## config.mk

```make
export PLATFORM = sky130hd
export DESIGN_NAME = jk_ff_monitor
export DESIGN_NICKNAME = d
export VERILOG_FILES = /design/src/rtl/jk_ff_monitor.sv
export SDC_FILE = /design/constraint.sdc
export NUM_CORES = 1
export LEC_CHECK = 0
export CORE_UTILIZATION = 45
export CTS_CLUSTER_SIZE = 14
export DETAILED_ROUTE_END_ITERATION = 8
export HOLD_SLACK_MARGIN = 0.03
export PLACE_DENSITY = 0.8
export SLEW_MARGIN = 20
export SYNTH_ARGS = -nofsm -noshare
export SYNTH_HDL_FRONTEND = slang
export SYNTH_SLANG_ARGS = --single-unit
```

## constraint.sdc

```tcl
create_clock -name clk -period 1.82 [get_ports clk]
set_clock_uncertainty 0.1 [all_clocks]
set_input_delay 0.182 -clock clk [delete_from_list [all_inputs] [get_ports clk]]
set_output_delay 0.182 -clock clk [all_outputs]
set_load 0.005 [all_outputs]
```

## src/rtl/jk_ff_monitor.sv

```systemverilog
// Observational checker for a JK flip-flop: compares each clocked transition of Q/Qbar
// against the JK truth table using the previous edge's observed samples.
module jk_ff_monitor #(
    parameter int CNT_W       = 16,
    parameter bit STOP_ON_ERR = 1'b0
) (
    input  logic             clk,
    input  logic             rst_n,
    input  logic             en,
    input  logic             clear,
    input  logic             J,
    input  logic             K,
    input  logic             Q,
    input  logic             Qbar,
    output logic [CNT_W-1:0] checked_cnt,
    output logic [CNT_W-1:0] err_cnt,
    output logic [CNT_W-1:0] first_err_idx,
    output logic             err,
    output logic             err_pulse,
    output logic             synced
);

    // state  | meaning
    // IDLE   | monitoring off, waiting for en
    // PRIME  | first enabled edge: capture J/K/Q, no check
    // CHECK  | one check per edge, recapture samples
    // HALT   | frozen after an error (STOP_ON_ERR=1), left via clear or reset
    typedef enum logic [1:0] {
        ST_IDLE  = 2'd0,
        ST_PRIME = 2'd1,
        ST_CHECK = 2'd2,
        ST_HALT  = 2'd3
    } state_t;

    localparam logic [CNT_W-1:0] CNT_MAX = {CNT_W{1'b1}};
    localparam logic [CNT_W-1:0] CNT_ONE = CNT_W'(1);

    state_t           state_q, state_d;
    logic             j_smp_q, j_smp_d;
    logic             k_smp_q, k_smp_d;
    logic             q_smp_q, q_smp_d;
    logic [CNT_W-1:0] checked_q, checked_d;
    logic [CNT_W-1:0] errcnt_q, errcnt_d;
    logic [CNT_W-1:0] first_q, first_d;
    logic             err_q, err_d;
    logic             pulse_q, pulse_d;
    logic             q_exp;
    logic             chk_fail;

    always_comb begin
        unique case ({j_smp_q, k_smp_q})
            2'b00:   q_exp = q_smp_q;
            2'b01:   q_exp = 1'b0;
            2'b10:   q_exp = 1'b1;
            default: q_exp = ~q_smp_q;
        endcase
        // Case-inequality so that X/Z on Q or Qbar is reported as a failure.
        chk_fail = (Q !== q_exp) || (Qbar !== ~Q);
    end

    always_comb begin
        state_d   = state_q;
        j_smp_d   = j_smp_q;
        k_smp_d   = k_smp_q;
        q_smp_d   = q_smp_q;
        checked_d = checked_q;
        errcnt_d  = errcnt_q;
        first_d   = first_q;
        err_d     = err_q;
        pulse_d   = 1'b0;

        unique case (state_q)
            ST_IDLE: begin
                if (en) state_d = ST_PRIME;
            end
            ST_PRIME: begin
                j_smp_d = J;
                k_smp_d = K;
                q_smp_d = Q;
                state_d = en ? ST_CHECK : ST_IDLE;
            end
            ST_CHECK: begin
                if (!en) begin
                    state_d = ST_IDLE;
                end else begin
                    j_smp_d = J;
                    k_smp_d = K;
                    q_smp_d = Q;
                    if (checked_q != CNT_MAX) checked_d = checked_q + CNT_ONE;
                    if (chk_fail) begin
                        if (errcnt_q != CNT_MAX) errcnt_d = errcnt_q + CNT_ONE;
                        if (!err_q) first_d = checked_q;
                        err_d   = 1'b1;
                        pulse_d = 1'b1;
                        if (STOP_ON_ERR) state_d = ST_HALT;
                    end
                end
            end
            default: begin
            end
        endcase

        // Clear discards whatever the CHECK branch computed this edge.
        if (clear) begin
            state_d   = ST_IDLE;
            checked_d = '0;
            errcnt_d  = '0;
            first_d   = '0;
            err_d     = 1'b0;
            pulse_d   = 1'b0;
        end
    end

    always_ff @(posedge clk) begin
        if (!rst_n) begin
            state_q   <= ST_IDLE;
            j_smp_q   <= 1'b0;
            k_smp_q   <= 1'b0;
            q_smp_q   <= 1'b0;
            checked_q <= '0;
            errcnt_q  <= '0;
            first_q   <= '0;
            err_q     <= 1'b0;
            pulse_q   <= 1'b0;
        end else begin
            state_q   <= state_d;
            j_smp_q   <= j_smp_d;
            k_smp_q   <= k_smp_d;
            q_smp_q   <= q_smp_d;
            checked_q <= checked_d;
            errcnt_q  <= errcnt_d;
            first_q   <= first_d;
            err_q     <= err_d;
            pulse_q   <= pulse_d;
        end
    end

    assign checked_cnt   = checked_q;
    assign err_cnt       = errcnt_q;
    assign first_err_idx = first_q;
    assign err           = err_q;
    assign err_pulse     = pulse_q;
    assign synced        = (state_q == ST_CHECK);

endmodule
```

* Word-level counts from Yosys, hierarchy flattened
Index checks and enable logic that the tools add are counted.
Operators by class: add/sub/neg operators 2, reduce and logical (&&, ||, !) cells 13, bitwise gates (word level) 6, muxes and demuxes 12, equal/unequal tests 11
Operator list (count):
- 16-bit by 1-bit adder with 16-bit output (second input constant) | 2
- 16-bit inequality test (second input constant) | 2
- 3-bit AND reduction | 3
- 4-bit AND reduction | 2
- 2-bit two-way mux | 3
- 2-bit inequality test (second input constant) | 3
- 1-bit NOT | 6
- 1-bit case mux with 2 select lines | 3
- 2-bit case mux with 3 select lines | 1
- 2-bit by 1-bit == test with 1-bit output (second input constant) | 2
- 2-bit == test (second input constant) | 2
- 2-bit logical NOT | 2
- 1-bit two-way mux | 4
- 4-bit OR reduction | 1
- 1-bit case mux with 3 select lines | 1
- 3-bit nonzero test | 1
- 1-bit !== test | 2
- 2-bit AND reduction | 1
- 2-bit nonzero test | 1
- 2-bit OR reduction | 1
- 1-bit logical OR | 1
Word-level totals: bits of input ports 8, output and inout port bits 51, register bits after elaboration 55

* Longest topological paths before layout
word-level depth 5, gate-level depth with buffers 8, mapped depth without buffers 7

* Worst setup path after synthesis
No wires, ideal clock.
path kind register to register, from reg state_q[0], to reg checked_q[15] (netlist: checked_cnt[15]), setup slack -193 ps, arrival time 1842 ps, stages on the path, launching flop included 9, cells stage by stage dfxtp_1 > inv_1 > ha_1 > and2_1 > buf_2 > nand4_2 > a2111o_1 > or3_1 > a21oi_1
Between the ends: cells in the longest elaborated chain, start to end 2
Ends and longest elaborated chain:
- from (decl) | line 38 | state_t state_q, state_d;
- from (signal assigned) | line 126 | state_q <= state_d;
- 2-bit == test
- named net synced | line 20 | output logic synced
- 3-bit AND reduction (no line)
- to (signal assigned) | line 130 | checked_q <= checked_d;
- to (decl) | line 42 | logic [CNT_W-1:0] checked_q, checked_d;
The timed path passes the listed nets, and every way through them passes these cells. A chain may end at the register's enable or synchronous reset.

* Final worst setup path
from reg state_q[0], to reg checked_q[13] (netlist: checked_cnt[13])
Between the ends: cells in the longest elaborated chain, start to end 2
Ends and longest elaborated chain:
- 2-bit == test | line 72 | unique case (state_q)
- 3-bit AND reduction (no line)
No other way between the ends.

==> results.yml <==
sta:
  finalCritPeriodShare: 1.009
  fin_crit_ns: 1.835
  max_slew.worst_pin.slew_ns: 0.5161
  setup_tns_ns: -0.02578
  rsz0062_at_grt: "yes"
  fmax_ghz: 0.5448
  finalSetupViolCount: 3
  hold_viol: 0
  relSlewSlack: 0.6550
  final_max_slew_viol_count: 0
  finalWorstSetupSlack_ns: -0.01548
placement:
  place_hpwl_um: 5171
  routabilityCongestion: 0.7982
  io_buffer_count: 58
  post-place-ws_ns: -0.2274
finish:
  final_util: 0.7037
  antenna_cells: 0
  drive_gt1_frac: 0.2567
  mostFrequentLayoutCells: "clkdlybuf4s50_1 (58), buf_4 (49), dfxtp_1 (46), a21oi_1 (28), nand2_1 (27)"
  layout_commonest_cell: "clkdlybuf4s50_1"
  syn_to_final_growth_pct: 49.66
  finalNetCount: 426
floorplan:
  rows: 27
  die-area_um2: 6097
  core-area_um2: 5540
  ios: 59
  die_h_um: 78.09
  initial_core_util: 0.4702
  fp.dieW_um: 78.09
power_and_ir_drop:
  power_density_nw_per_um2: 517.8
  p_leak_nw: 1.303
  ir_drop_uv: 361.1
  power_mw: 2.019
synthesis:
  synth_seq_cells: 55
  synth_top_area_frac: 0.4227
  syn_area_um2: 2605
  ys_types: 46
  syn_nets: 322
  async_flop_share: 0
  syn_inst: 308
  synth.avg_cell_area_um2: 8.458
  yosysSeqAreaShare: 0.4227
  ys.flop_type: "dfxtp_1"
  yosys_warnings: 0
  yosys-top-cells-area: "dfxtp_1 (42%), a21oi_1 (6.7%), o21ai_0 (4.6%)"
  synth_edf_count: 0
  yosysTopAreaCell: "dfxtp_1"
worst_setup_path:
  crit_path_end_kind: "register"
  cp_top_family: "simple AND/OR/NAND/NOR gates"
  reg2reg_depth: 7
  critPathMaxFanout: 5
  slowest_delay_ns: 0.34
  critPathSlowestCell: "dfxtp_2"
  path_class: "register to register"
  crit_path_start_kind: "register"
  cp.arrival_ns: 1.99
  crit_cells: 7
  cp_data_required_time_ns: 1.97
  path_buf_inv: 1
  cp_cell_sequence: "inv_2 > ha_4 > and2_4 > nand4_4 > a2111o_1 > or3_1 > a21oi_1"
clocking:
  cts-root-buf: "clkbuf_8"
  clk_pin_slew_worst_paths_ns: 0.11
  cts_buffer_depth: 2
  cts_buffers: 5
  postCtsHoldBufs: 0
  cts_tree: "done"
  cts_sinks: 55
  clk_latency_ns: 0.31
  ctsHtreeMaxLevel: 2
global_routing:
  grt_pass1_wl_um: 11510
  grt_max_degree: 31
  grt_overflow_total: 0
  grt_pass1_vias: 2494
  antenna_found_initial: 0
  grt_use_total: 0.2365
detailed_routing:
  drtIter0Drc: 172
  post_drt_via_cell_ratio: 5.596
  drc: 0
  drtAntennaViolNets: 0
  routed_wl_um: 7331
  dr.pass1.iters: 4
  drt-wirelength-per-cell_um: 15.12
  route.met3.wl_um: 294
  wl_met2_um: 3800
  highest_layer: "met4"
  wl_met1_um: 3102
  via_count: 2714
hold_path:
  worstHoldPathCells: 2
  hp-class: "register to register"
status:
  status: "finished, violations left"
  violations: "setup timing"
flow_run:
  max_cap_viol_count: 0
==> layer usage <==
layer | up-vias | GRT usage
li1 | 1327 | -
met1 | 1297 | 0.2958
met2 | 76 | 0.4140
met3 | 14 | 0.04535
met4 | 0 | 0.06296
met5 | - | 0
==> cell usage after synthesis, types with 3 or more instances <==
master / count
dfxtp_1: 55
nor2b_1: 7
or4_1: 5
nand2_1: 28
nand2b_1: 5
a21oi_1: 35
buf_2: 4
a31oi_1: 3
and4_1: 4
ha_1: 6
nor2_1: 21
nand3_1: 12
and3_1: 3
a211oi_1: 9
nor3_1: 6
inv_1: 10
o21ai_0: 24
clkbuf_1: 8
mux2i_1: 3
or3_1: 8
o31ai_1: 6
xnor2_1: 9
nand4_1: 9
==> cell families after synthesis <==
family                   after synthesis  share of synthesized area
AO/OA/AOI/OAI                         86                     0.1989
flip-flops                            55                     0.4227
buffers and inverters                 24                    0.03939
adder cells (fa/ha/maj)                6                    0.02882
AND/OR/NAND/NOR                      124                     0.2651
multiplexers                           3                    0.01153
XOR/XNOR                              10                    0.03362
==> where the power goes <==
part / leakage (nW) / internal, mW / switching, mW / total, mW
clock: 0.0461 / 0.279 / 0.429 / 0.708
sequential: 0.448 / 1.21 / 0.00347 / 1.21
combinational: 0.810 / 0.0458 / 0.0536 / 0.0994
==> sequential cells by signal, indices dropped and copies added, names as in the netlist <==
register       cells
checked_cnt       16
err_cnt           16
first_err_idx     16
state_q            2
err                1
err_pulse          1
j_smp_q            1
k_smp_q            1
q_smp_q            1
==> through the flow <==
| step | hold WS, ns | std cells | area, um2 |
|---|---|---|---|
| finish | 0.3819 | 485 | 3899 |
| global route | 0.4036 | 485 | 3899 |
| CTS | 0.3833 | 481 | 3770 |
| detailed placement | 0.3680 | 472 | 3650 |
| global placement | 0.3596 | 472 | 3650 |
| floorplan | 0.2102 | 308 | 2668 |
==> cell type report <==
type	instances	area [um2]
clock buffers	5	68.82
inverters	10	37.54
clock inverters	3	23.77
well taps	72	90.09
repair buffers	111	1025
multi-input cells	229	1541
fillers	406	1642
flip-flops and latches	55	1112
==> worst min-delay path, stage by stage, from the launching register on <==
cell,delay (ns)
dfxtp_1,0.32
o21ai_0,0.06
a21oi_1,0.06
==> worst paths after layout <==
kind / from / end / slack (ns)
setup / recovery: state_q[0] / checked_cnt[13] / -0.02
hold / removal: first_err_idx[5] / first_err_idx[5] / 0.38
setup reg to reg: state_q[0] / checked_cnt[13] / -0.02
hold reg to reg: first_err_idx[5] / first_err_idx[5] / 0.38
==> repair_timing <==
action                                  in CTS  in global routing
pin swaps                                    2                 12
gates cloned                                 0                  1
resized for setup                            6                 25
setup buffers                                1                  3
endpoints found under the setup margin       9                 36
Note: power is estimated with default switching activity, not from simulation.
